### src/rtl/i2s_receiver_pkg.sv
// Shared audio definitions for the I2S transmitter and receiver.
//   LRCLK_LEFT  : word-select level that marks the left channel
//   AUDIO_WIDTH : default bits per channel word
//   rx_state_e  : receiver FSM states
package i2s_receiver_pkg;

    localparam logic        LRCLK_LEFT  = 1'b0;
    localparam int unsigned AUDIO_WIDTH = 24;

    typedef enum logic [1:0] {
        StIdle,
        StSync,
        StRun
    } rx_state_e;

endpackage

### src/rtl/i2s_receiver_if.sv
// I2S receive bus: serial inputs, enable and the deserialized stereo outputs.
//   slave  : the receiver (consumes sclk/lrclk/sd/enable, drives the sample outputs)
//   master : the stream source / sample consumer side
interface i2s_receiver_if
    import i2s_receiver_pkg::*;
#(
    parameter int unsigned WIDTH = AUDIO_WIDTH
);
    logic             enable;
    logic             sclk;
    logic             lrclk;
    logic             sd;
    logic [WIDTH-1:0] left_data;
    logic [WIDTH-1:0] right_data;
    logic             valid;
    logic             short_word;

    modport slave (
        input  enable, sclk, lrclk, sd,
        output left_data, right_data, valid, short_word
    );

    modport master (
        output enable, sclk, lrclk, sd,
        input  left_data, right_data, valid, short_word
    );
endinterface

### src/rtl/i2s_input_sync.sv
// Brings sclk, lrclk and sd into the clk domain through equal-depth 2-flop
// synchronizers and detects sclk rising edges.
//   clk, reset : system clock, async active-high reset
//   sclk/lrclk/sd : raw I2S inputs
//   sclk_rise  : one-clk pulse per synchronized sclk rising edge
//   lrclk_s/sd_s : synchronized word select and data, aligned with sclk_rise
module i2s_input_sync (
    input  logic clk,
    input  logic reset,
    input  logic sclk,
    input  logic lrclk,
    input  logic sd,
    output logic sclk_rise,
    output logic lrclk_s,
    output logic sd_s
);
    // Bit order in the synchronizer vectors: {sclk, lrclk, sd}
    logic [2:0] meta_q, meta_d;
    logic [2:0] sync_q, sync_d;
    logic       sclk_dly_q, sclk_dly_d;
    logic       rise_q, rise_d;
    logic       lrclk_q, lrclk_d;
    logic       sd_q, sd_d;

    // lrclk/sd get one extra stage so they stay aligned with the registered edge pulse.
    always_comb begin
        meta_d     = {sclk, lrclk, sd};
        sync_d     = meta_q;
        sclk_dly_d = sync_q[2];
        rise_d     = sync_q[2] & ~sclk_dly_q;
        lrclk_d    = sync_q[1];
        sd_d       = sync_q[0];
    end

    always_ff @(posedge clk or posedge reset) begin
        if (reset) begin
            meta_q     <= '0;
            sync_q     <= '0;
            sclk_dly_q <= 1'b0;
            rise_q     <= 1'b0;
            lrclk_q    <= 1'b0;
            sd_q       <= 1'b0;
        end else begin
            meta_q     <= meta_d;
            sync_q     <= sync_d;
            sclk_dly_q <= sclk_dly_d;
            rise_q     <= rise_d;
            lrclk_q    <= lrclk_d;
            sd_q       <= sd_d;
        end
    end

    assign sclk_rise = rise_q;
    assign lrclk_s   = lrclk_q;
    assign sd_s      = sd_q;
endmodule

### src/rtl/i2s_receiver.sv
// Slave-mode I2S receiver. Deserializes MSB-first words with the standard
// one-bit word-select delay and presents one stereo pair per frame.
//   clk, reset : system clock, async active-high reset
//   bus        : i2s_receiver_if slave (enable, sclk, lrclk, sd in;
//                left_data, right_data, valid, short_word out)
module i2s_receiver
    import i2s_receiver_pkg::*;
#(
    parameter int unsigned WIDTH = AUDIO_WIDTH
) (
    input  logic          clk,
    input  logic          reset,
    i2s_receiver_if.slave bus
);
    localparam int unsigned     CntW   = $clog2(WIDTH + 1);
    localparam int unsigned     IdxW   = $clog2(WIDTH);
    localparam logic [CntW-1:0] CntMax = CntW'(WIDTH);

    logic sclk_rise;
    logic lrclk_s;
    logic sd_s;

    i2s_input_sync u_sync (
        .clk       (clk),
        .reset     (reset),
        .sclk      (bus.sclk),
        .lrclk     (bus.lrclk),
        .sd        (bus.sd),
        .sclk_rise (sclk_rise),
        .lrclk_s   (lrclk_s),
        .sd_s      (sd_s)
    );

    rx_state_e        state_q, state_d;
    logic             ws_prev_q, ws_prev_d;
    logic             ws_seen_q, ws_seen_d;
    logic [CntW-1:0]  bit_cnt_q, bit_cnt_d;
    logic [WIDTH-1:0] word_q, word_d;
    logic [WIDTH-1:0] left_q, left_d;
    logic [WIDTH-1:0] right_q, right_d;
    logic             have_left_q, have_left_d;
    logic             valid_q, valid_d;
    logic             short_q, short_d;

    logic             ws_change;
    logic [IdxW-1:0]  bit_idx;
    logic [WIDTH-1:0] word_bit;

    always_comb begin
        state_d     = state_q;
        ws_prev_d   = ws_prev_q;
        ws_seen_d   = ws_seen_q;
        bit_cnt_d   = bit_cnt_q;
        word_d      = word_q;
        left_d      = left_q;
        right_d     = right_q;
        have_left_d = have_left_q;
        valid_d     = 1'b0;
        short_d     = 1'b0;

        // ws_seen guards against a false change on the first edge after (re)start,
        // when ws_prev holds no real sample yet.
        ws_change = ws_seen_q && (lrclk_s != ws_prev_q);

        // Word with this edge's bit written in; extra bits past WIDTH are dropped.
        bit_idx  = IdxW'(WIDTH - 1) - IdxW'(bit_cnt_q);
        word_bit = word_q;
        if (bit_cnt_q < CntMax) begin
            word_bit[bit_idx] = sd_s;
        end

        if (!bus.enable) begin
            state_d     = StIdle;
            ws_seen_d   = 1'b0;
            bit_cnt_d   = '0;
            word_d      = '0;
            have_left_d = 1'b0;
        end else begin
            unique case (state_q)
                StIdle: begin
                    state_d = StSync;
                end
                StSync: begin
                    if (sclk_rise) begin
                        ws_prev_d = lrclk_s;
                        ws_seen_d = 1'b1;
                        if (ws_change) begin
                            state_d   = StRun;
                            bit_cnt_d = '0;
                            word_d    = '0;
                        end
                    end
                end
                StRun: begin
                    if (sclk_rise) begin
                        ws_prev_d = lrclk_s;
                        ws_seen_d = 1'b1;
                        if (ws_change) begin
                            // The change edge carries the LSB of the word being closed.
                            if (ws_prev_q == LRCLK_LEFT) begin
                                left_d      = word_bit;
                                have_left_d = 1'b1;
                            end else begin
                                right_d     = word_bit;
                                valid_d     = have_left_q;
                                have_left_d = 1'b0;
                            end
                            short_d   = bit_cnt_q < (CntMax - CntW'(1));
                            bit_cnt_d = '0;
                            word_d    = '0;
                        end else begin
                            word_d = word_bit;
                            if (bit_cnt_q < CntMax) begin
                                bit_cnt_d = bit_cnt_q + CntW'(1);
                            end
                        end
                    end
                end
                default: state_d = StIdle;
            endcase
        end
    end

    always_ff @(posedge clk or posedge reset) begin
        if (reset) begin
            state_q     <= StIdle;
            ws_prev_q   <= 1'b0;
            ws_seen_q   <= 1'b0;
            bit_cnt_q   <= '0;
            word_q      <= '0;
            left_q      <= '0;
            right_q     <= '0;
            have_left_q <= 1'b0;
            valid_q     <= 1'b0;
            short_q     <= 1'b0;
        end else begin
            state_q     <= state_d;
            ws_prev_q   <= ws_prev_d;
            ws_seen_q   <= ws_seen_d;
            bit_cnt_q   <= bit_cnt_d;
            word_q      <= word_d;
            left_q      <= left_d;
            right_q     <= right_d;
            have_left_q <= have_left_d;
            valid_q     <= valid_d;
            short_q     <= short_d;
        end
    end

    assign bus.left_data  = left_q;
    assign bus.right_data = right_q;
    assign bus.valid      = valid_q;
    assign bus.short_word = short_q;
endmodule

### src/flat_wrapper.sv
// flat-port wrapper written by rule: the top's interface ports become plain ports
module i2s_receiver_flat import i2s_receiver_pkg::*;
#(
    parameter int unsigned WIDTH = AUDIO_WIDTH
)
  (clk, reset, bus_enable, bus_sclk, bus_lrclk, bus_sd, bus_left_data, bus_right_data, bus_valid, bus_short_word);
  i2s_receiver_if #(.WIDTH(WIDTH)) bus_i ();
  input  logic clk;
  input  logic reset;
  input wire logic [$bits(bus_i.enable)-1:0] bus_enable;
  input wire logic [$bits(bus_i.sclk)-1:0] bus_sclk;
  input wire logic [$bits(bus_i.lrclk)-1:0] bus_lrclk;
  input wire logic [$bits(bus_i.sd)-1:0] bus_sd;
  output wire logic [$bits(bus_i.left_data)-1:0] bus_left_data;
  output wire logic [$bits(bus_i.right_data)-1:0] bus_right_data;
  output wire logic [$bits(bus_i.valid)-1:0] bus_valid;
  output wire logic [$bits(bus_i.short_word)-1:0] bus_short_word;
  assign bus_i.enable = bus_enable;
  assign bus_i.sclk = bus_sclk;
  assign bus_i.lrclk = bus_lrclk;
  assign bus_i.sd = bus_sd;
  assign bus_left_data = bus_i.left_data;
  assign bus_right_data = bus_i.right_data;
  assign bus_valid = bus_i.valid;
  assign bus_short_word = bus_i.short_word;
  i2s_receiver #(.WIDTH(WIDTH)) u_core (.clk(clk), .reset(reset), .bus(bus_i));
endmodule
### config.mk
export PLATFORM = sky130hd
export DESIGN_NAME = i2s_receiver_flat
export DESIGN_NICKNAME = d
export VERILOG_FILES = /design/src/rtl/i2s_receiver_pkg.sv /design/src/rtl/i2s_receiver_if.sv /design/src/rtl/i2s_input_sync.sv /design/src/rtl/i2s_receiver.sv /design/src/flat_wrapper.sv
export SDC_FILE = /design/constraint.sdc
export NUM_CORES = 1
export LEC_CHECK = 0
export CORE_ASPECT_RATIO = 1.1
export CORE_UTILIZATION = 40
export CTS_CLUSTER_SIZE = 16
export DETAILED_ROUTE_END_ITERATION = 12
export DONT_BUFFER_PORTS = 1
export PLACE_DENSITY = 0.52
export SLEW_MARGIN = 0
export SYNTH_ARGS = -nofsm -noshare
export SYNTH_HDL_FRONTEND = slang
export SYNTH_SLANG_ARGS = --single-unit
export TNS_END_PERCENT = 10
### constraint.sdc
create_clock -name clk -period 4.4 [get_ports clk]
set_input_delay 0.88 -clock clk [delete_from_list [all_inputs] [get_ports clk]]
set_output_delay 0.88 -clock clk [all_outputs]
set_load 0.05 [all_outputs]
==> results of run 1 <==
==> synthesized netlist by cell type (2+ instances only) <==
library cell,instances
sky130_fd_sc_hd__a21o_1,2
sky130_fd_sc_hd__a21oi_1,51
sky130_fd_sc_hd__and3_1,2
sky130_fd_sc_hd__buf_2,12
sky130_fd_sc_hd__buf_4,7
sky130_fd_sc_hd__clkbuf_1,5
sky130_fd_sc_hd__dfrtp_1,94
sky130_fd_sc_hd__ha_1,10
sky130_fd_sc_hd__inv_1,9
sky130_fd_sc_hd__mux2i_1,28
sky130_fd_sc_hd__nand2_1,38
sky130_fd_sc_hd__nand3_1,6
sky130_fd_sc_hd__nand4b_1,5
sky130_fd_sc_hd__nor2_1,52
sky130_fd_sc_hd__nor2b_1,3
sky130_fd_sc_hd__nor4b_1,7
sky130_fd_sc_hd__nor4bb_1,4
sky130_fd_sc_hd__o21ai_0,20
sky130_fd_sc_hd__o21ai_1,3
sky130_fd_sc_hd__o22a_1,2
sky130_fd_sc_hd__o22ai_1,2
==> how the worst min path moves through the flow <==
stage	from	to	slack [ps]	cells past startpoint
2_1_floorplan	u_core.u_sync.sync_q[1]	u_core.u_sync.lrclk_s	330	0
4_1_cts	u_core.u_sync.meta_q[1]	u_core.u_sync.sync_q[1]	350	0
3_5_place_dp	u_core.u_sync.meta_q[1]	u_core.u_sync.sync_q[1]	330	0
5_1_grt	u_core.u_sync.meta_q[1]	u_core.u_sync.sync_q[1]	360	0
6_report	u_core.u_sync.meta_q[0]	u_core.u_sync.sync_q[0]	350	0
3_3_place_gp	u_core.u_sync.sync_q[0]	u_core.u_sync.sd_s	330	0
==> report_power, final <==
| part | switching, mW | internal, mW |
|---|---|---|
| sequential | 0.128 | 0.903 |
| clock | 0.302 | 0.264 |
| combinational | 0.0965 | 0.0532 |
==> metal layers <==
metal	global-route usage	up-vias	wire length, µm
met5	0	-	0
li1	-	1274	-
met2	0.265	46	3840
met3	0.0565	5	378
met1	0.223	1273	3780
met4	0.0552	0	70
==> area by class of cell <==
| type | instances | area share |
|---|---|---|
| tap | 120 | 0.0349 |
| sequential | 94 | 0.547 |
| clock buffer | 11 | 0.0306 |
| multi-input combinational | 251 | 0.356 |
| clock inverter | 5 | 0.0140 |
| timing repair buffer | 5 | 0.00873 |
| inverter | 9 | 0.00844 |
==> worst reg2reg max path, stage by stage, from the launching register on <==
cell                      delay, ps
sky130_fd_sc_hd__dfrtp_1        430
sky130_fd_sc_hd__inv_1          100
sky130_fd_sc_hd__ha_1           230
sky130_fd_sc_hd__nand2_1        220
sky130_fd_sc_hd__a21oi_2        280
sky130_fd_sc_hd__nand2_1        460
sky130_fd_sc_hd__o21ai_0        320
==> logic make-up after synthesis <==
kind of cell	Yosys count
xor gates and xnor gates	1
adders and majority gates	10
AOI/OAI and AO/OA	86
muxes	29
buffers and inverters	33
DFF	94
and+or+nand+nor	125
==> sequential cells by signal, indices dropped and copies added, names as in the netlist <==
name	flops
u_core.bit_cnt_q	5
u_core.u_sync.lrclk_s	1
u_core.ws_seen_q	1
u_core.bus.left_data	24
u_core.u_sync.sd_s	1
u_core.bus.valid	1
u_core.u_sync.sclk_rise	1
u_core.bus.short_word	1
u_core.bus.right_data	24
u_core.u_sync.meta_q	3
u_core.state_q	2
u_core.word_q	24
u_core.have_left_q	1
u_core.ws_prev_q	1
u_core.u_sync.sync_q	3
u_core.u_sync.sclk_dly_q	1
==> placed cells by master (no fill, tap or decap), types with 6 or more instances in the layout <==
cell / instances
sky130_fd_sc_hd__clkbuf_8: 9
sky130_fd_sc_hd__ha_1: 10
sky130_fd_sc_hd__o21ai_0: 20
sky130_fd_sc_hd__mux2i_1: 28
sky130_fd_sc_hd__nor2_1: 52
sky130_fd_sc_hd__nand3_1: 6
sky130_fd_sc_hd__inv_1: 8
sky130_fd_sc_hd__a21oi_1: 51
sky130_fd_sc_hd__nor4b_1: 7
sky130_fd_sc_hd__dfrtp_1: 94
sky130_fd_sc_hd__nand2_1: 38
==> results.md, run 1 <==
- After technology mapping, the gate count stands at 378.
- The filler-free cell count of the finished design is 495.
- After the first detailed-routing iteration, the DRC count stood at 165.
- At the worst endpoint, the required time is 4670 ps.
- Of the total synthesized cell area, the portion taken by full adders, half adders and majority gates is 0.0310.
- Counting distinct cell types in the post-synthesis netlist gives 37.
- The family with the most delay on the worst path is simple AND/OR/NAND/NOR gates.
- The worst-skew pair later-pin latency is 360 ps.
- The kind of end point of the critical path is a flop.
- After detailed routing, the average wire length per cell comes to between 15 and 20 µm.
- The number of enable-type register cells in the synthesized netlist is 0.
- The maximum cell stage delay along the critical path is 460 ps.
- The initial antenna violation count is 0.
- The total count of hold-check failures in the final report is 0.
- Data on the critical path arrives at its endpoint at between 2000 and 2500 ps.
- The iteration count of the initial detailed-routing pass is 10.
- The number of setup buffers added after CTS is 0.
- The capture point of the worst reg-to-reg path is u_core.word_q[17].
- Summing all flip-flop and latch instances after layout gives 0.00235 mm².
- The top-level I/O count is 56.
- The number of gates on the worst path with buffers counted is 6.
- For the pin with the worst max-slew slack, the measured transition is about 900 ps.
- The placeable core region is roughly 0.0098 mm².
- The chip width is 97.7 µm.
- The fraction of registers with async set/reset is 1.00.
- The library cell with the largest summed area after synthesis is sky130_fd_sc_hd__dfrtp_1.
- The number of buffers and inverters on the critical path is 1.
- The number of sinks driven by the clock tree is 94.
- The number of max-slew violations in the final report was 0.
- For this run, the register share of the synthesized area comes to 0.583.
- The portion of synthesized area spent on multiplexers is 0.0723.
- The run finished, with violations left.
- In the routed design, unresolved DRC markers number 2.
- Dividing the detail-routed via count by the number of cells gives approximately 5.2.
- The via count of the first global-routing pass is ~2600.
- Once detailed placement completed, the half-perimeter wirelength came to 5090 µm.
- The total power divided by cell area is 406 mW/mm².
- In the finished design, the share of the clock period the worst path needs comes to 0.484.
- The worst setup path endpoint is u_core.word_q[17].
- The largest buffer count on any clock path is 2.
- The final critical delay including setup and external delays is around 2100 ps.
- The utilization after layout is 0.437.
- Walking the worst path, the cells encountered are inv_1, ha_1, nand2_1, a21oi_2, nand2_1, o21ai_0.
- The die covers 0.0105 mm².
- The post-synthesis simple-gate area fraction is 0.152.
- For this run the aggregate overflow at the end of global routing stands at 0.
- The initial core utilization is 0.410.
- The path category of the worst min-delay check is flop to flop.
- The cell that appears most often on the critical path is sky130_fd_sc_hd__nand2_1.
- The total wire length is 8070 µm.
- IR analysis of the VDD net gives a maximum drop of between 150 and 200 µV.
- The total number of placement rows is 38.
- The area fraction of the dominant cell type after synthesis is 0.583.
- The post-layout worst setup margin is 2270 ps.
- Once placement completed, the tool counted placed cells totaling 479.
- In this run the critical register-to-register path is launched from u_core.state_q[0].
- The checks that failed: design-rule violations.
- The total nets after synthesis is 394.
- The summed instance area of the synthesized netlist is between 0.004 and 0.005 mm².
- Measured against its own limit, the worst slew margin works out to 0.400.
- By area the synthesized netlist is led by sky130_fd_sc_hd__dfrtp_1 58%, sky130_fd_sc_hd__mux2i_1 7.0%, sky130_fd_sc_hd__a21oi_1 6.3%, sky130_fd_sc_hd__nor2_1 4.8%, sky130_fd_sc_hd__nand2_1 3.5%.
- The share of the synthesized netlist area taken by xor and xnor gates is 0.00403.
- After routing the design area is 0.00430 mm².
- The maximum number of pins on one net before global-route repair is 74.
- The worst clock skew is roughly 12 ps.
- The diode insertion count for antenna repair is 0.
- Of the cells placed in the final design, the portion with a size suffix greater than 1 is 0.0693.
- The cell chosen for the clock root is sky130_fd_sc_hd__clkbuf_8.
- The cts-stage hold buffer count is 0.
- The mean area per synthesized cell is 10.7 µm².
- The origin of the worst setup path is u_core.state_q[0].
- The die is about 110 µm tall.
- The number of fill cells is between 900 and 1000.
- The worst setup path is of the flop to flop kind.
- Summed over all cells, the static leakage comes to 2.01 nW.
- Yosys printed 0 warnings.
- Setup repair after global routing left no endpoint under its margin.
- The total of buffers placed on input and output ports is 0.
- The synthesis-to-layout area growth is 6.64%.
- The highest fanout seen on the critical path is 23.
- The number of levels the H-tree was split into is 3.
- The final RePlAce weighted congestion is 0.767.
- STA classifies the critical path startpoint as a flop.
- The global-route usage over all layers is 0.170.
- The area fraction in compound gates after synthesis is 0.116.
- The area of combinational cells with multiple inputs is 0.00153 mm².
- In the final timing run, aggregate negative setup slack is 0 ps.
- Among all flip-flop cells after synthesis, the most frequent one is sky130_fd_sc_hd__dfrtp_1.
- The tightest hold path in the finished design has a slack of 352 ps.
- The number of instances resized during post-cts repair is 0.
- The count of nets left with antenna violations once routing finished came out at 0.
- The final setup violation count is 0.
- In this run the register-to-register setup slack is 2270 ps.
- On the critical path, the stage with the largest delay is an instance of sky130_fd_sc_hd__nand2_1.
- Synthesis inferred 94 register bits.
- At the placement stage, the worst setup path has a slack of 2130 ps.
- The TritonCTS clock tree is yes.
- Static timing analysis puts the maximum clock frequency at between 400 and 500 MHz.
- The number of nets at the end of the flow is 386.
- The total vias in the final route is 2598.
- The number of buffers added by the clock tree synthesis step is 9.
- The clock transition at the registers of the reported paths is 90 ps.
- For the worst flop-to-flop path, the logic depth is 6.
- The placed instances occupy a cell area of 0.00411 mm².
- Max-cap violations in this run came to 0.
- Total power for the finished layout comes to 1.75 mW.
- After synthesis, the largest family of logic cells by area is simple AND/OR/NAND/NOR gates.
- The first global-routing pass estimated 13700 µm of wire.
Note: power is estimated with default switching activity, not from simulation.
==> run 2: changes to the inputs <==
- clock period: 4.4 -> 2 ns (I/O delays scaled with it)
==> results.md, run 2 (synthesis results as in run 1) <==
- The kind of end point of the critical path is a flop.
- The highest fanout seen on the critical path is 26.
- In the layout the commonest cells are 94 x sky130_fd_sc_hd__dfrtp_1, 52 x sky130_fd_sc_hd__nor2_1, 51 x sky130_fd_sc_hd__a21oi_1, 38 x sky130_fd_sc_hd__nand2_1, 28 x sky130_fd_sc_hd__mux2i_1.
- The cell count of the worst reg-to-reg path is 7.
- The largest buffer count on any clock path is 2.
- The critical path buffer and inverter count is 2.
- The chip width is about 98 µm.
- Routability-driven placement finished with a final weighted congestion of 0.776.
- Setup slack closes at 168 ps.
- For this design, the sink count on the clock tree is 94.
- In this run the core area contains 38 standard-cell rows.
- After floorplanning, the core was sized to cover between 0.009 and 0.01 mm².
- In this run the tightest slew margin relative to its limit is 0.613.
- For the pin with the worst max-slew slack, the measured transition is 580 ps.
- For this run, design rule violations remaining after detail routing come to 6.
- Detailed placement finished with a half-perimeter wire length of roughly 5800 µm.
- The startpoint of the worst register-to-register path is u_core.state_q[0].
- The H-tree was split into 3 levels.
- The total count of hold-check failures in the final report came to 0.
- Dividing the detail-routed wire length by the instance count gives approximately 16 µm.
- Setup slack on the worst reg-to-reg path comes out at between 150 and 200 ps.
- The top-level I/O count is 56.
- The final setup violation count is 0.
- In this design, the stage delay of the slowest critical-path cell is 420 ps.
- After clock tree synthesis, the clock-pin slew on the worst setup and hold paths is 90 ps.
- The worst hold path passes through 0 cells.
- For this configuration, the core starts out at a cell density of 0.410.
- The final reports fail on design-rule violations.
- The initial antenna violation count was 0.
- The cell chosen for the clock root is sky130_fd_sc_hd__clkbuf_8.
- Setup repair after global routing could not meet its margin everywhere.
- Across all layers, the routed design uses 2694 vias.
- The first TritonRoute pass finished after 8 iterations.
- The standard cell with the maximum stage delay on the critical path is sky130_fd_sc_hd__dfrtp_1.
- In this run the critical register-to-register path is captured at u_core.bus.left_data[18].
- The die area is 0.0105 mm².
- The worst-skew pair later-pin latency is 360 ps.
- The critical path goes through inv_1, ha_1, nand2_1, nor4b_4, buf_4, nor2_1, a21oi_1.
- The worst clock skew is 9.69 ps.
- Dividing the detail-routed via count by the number of cells gives around 5.3.
- The first-pass GRT wire length is 14400 µm.
- The peak supply drop is 360 µV.
- OpenSTA, run right after detailed placement, puts the worst setup slack at 137 ps.
- The final hold slack is 64.5 ps.
- At the end of the flow, the number of nets in the layout was 403.
- The family with the most delay on the worst path is simple AND/OR/NAND/NOR gates.
- Dividing the final minimum period by the clock period gives 0.916.
- The setup path with the least slack is of type flop to flop.
- The run finished, with violations left.
- The routed design has 8320 µm of wire.
- Summed over all layers, the global routing overflow is 0.
- In this run the worst hold path is classified as input port to flop.
- The worst hold path terminates at u_core.u_sync.meta_q[2].
- The number of setup buffers added after CTS is 0.
- The TritonCTS clock tree is yes.
- Entering global routing, the biggest net connects 41 pins.
- The number of clock buffers added by TritonCTS is 9.
- The cell leakage power is between 2 and 2.5 nW.
- The number of violations of the max-capacitance limit is 0.
- The startpoint identified for the worst hold timing path is bus_sclk.
- The maximum clock frequency is 546 MHz.
- The DRC marker count from the first detailed-route iteration is about 120.
- The count of antenna-violating nets left after detailed routing is 0.
- The share of cells above drive strength 1 is 0.110.
- STA classifies the critical path startpoint as a flop.
- The number of max-slew violations in the final report was 0.
- Data arrives at the worst endpoint at 2110 ps.
- Leaving out fill and tap cells, the most frequent cell in the layout is sky130_fd_sc_hd__dfrtp_1.
- The total of buffers placed on input and output ports is 0.
- For the worst setup path, the data required time is 2280 ps.
- The area growth from synthesis to layout is 10.8%.
- The final critical delay including setup and external delays is 1830 ps.
- The height of the die is ~110 µm.
- The total power divided by cell area is 859 mW/mm².
- The global-route usage over all layers is 0.178.
- The via count of the first global-routing pass is between 2000 and 3000.
- 0 antenna diodes ended up in the layout.
-- run 2: per-stage QoR --
stage / instance area (µm²) / instances / TNS, ps / total power, mW / util
after floorplan: 4040 / 378 / 0 / 2.54 / -
after global placement: 4250 / 495 / 0 / 2.65 / 0.432
after detailed placement: 4250 / 495 / 0 / 2.66 / 0.432
after CTS: 4460 / 511 / 0 / 3.91 / 0.453
after global routing: 4470 / 511 / -22.1 / 4.03 / 0.454
final: 4470 / 511 / 0 / 3.84 / 0.454
-- run 2: worst max path at each step --
stage | from | to | slack [ps] | cells after the start
final | u_core.state_q[0] | u_core.bus.left_data[18] | 170 | 7
after global routing | u_core.state_q[0] | u_core.bus.left_data[11] | -10 | 7
after CTS | u_core.state_q[1] | u_core.word_q[2] | 90 | 8
after detailed placement | u_core.state_q[1] | u_core.word_q[19] | 140 | 8
after global placement | u_core.state_q[1] | u_core.word_q[2] | 160 | 8
after floorplan | u_core.state_q[0] | u_core.bus.left_data[6] | 330 | 7
-- run 2: final cells by class --
type / instances / area (µm²)
timing repair buffer: 22 / 204
clock inverter: 2 / 13.8
tap: 120 / 150
sequential: 94 / 2350
fill: 975 / 5370
clock buffer: 13 / 179
inverter: 9 / 37.5
multi-input combinational: 251 / 1530
-- run 2: timing repair --
| item | CTS | global route |
|---|---|---|
| hold buffers | 1 | 0 |
| hold endpoints to repair | 19 | 0 |
| setup endpoints to repair | 0 | 14 |
| gates resized for setup | 0 | 3 |
-- run 2: per-layer routing --
metal  routed length, µm  part of all wire  GRT usage
met1                3850              0.46      0.232
met2                4050              0.49      0.289
met3                 306             0.037     0.0435
met4                 108             0.013     0.0639
met5                   0                 0          0
-- run 2: power by group --
group | internal (mW) | leakage (nW) | total [mW] | switching [mW]
clock network | 0.585 | 0.102 | 1.22 | 0.637
registers | 1.99 | 1.29 | 2.26 | 0.274
logic | 0.136 | 0.719 | 0.356 | 0.220
total | 2.71 | 2.11 | 3.84 | 1.13
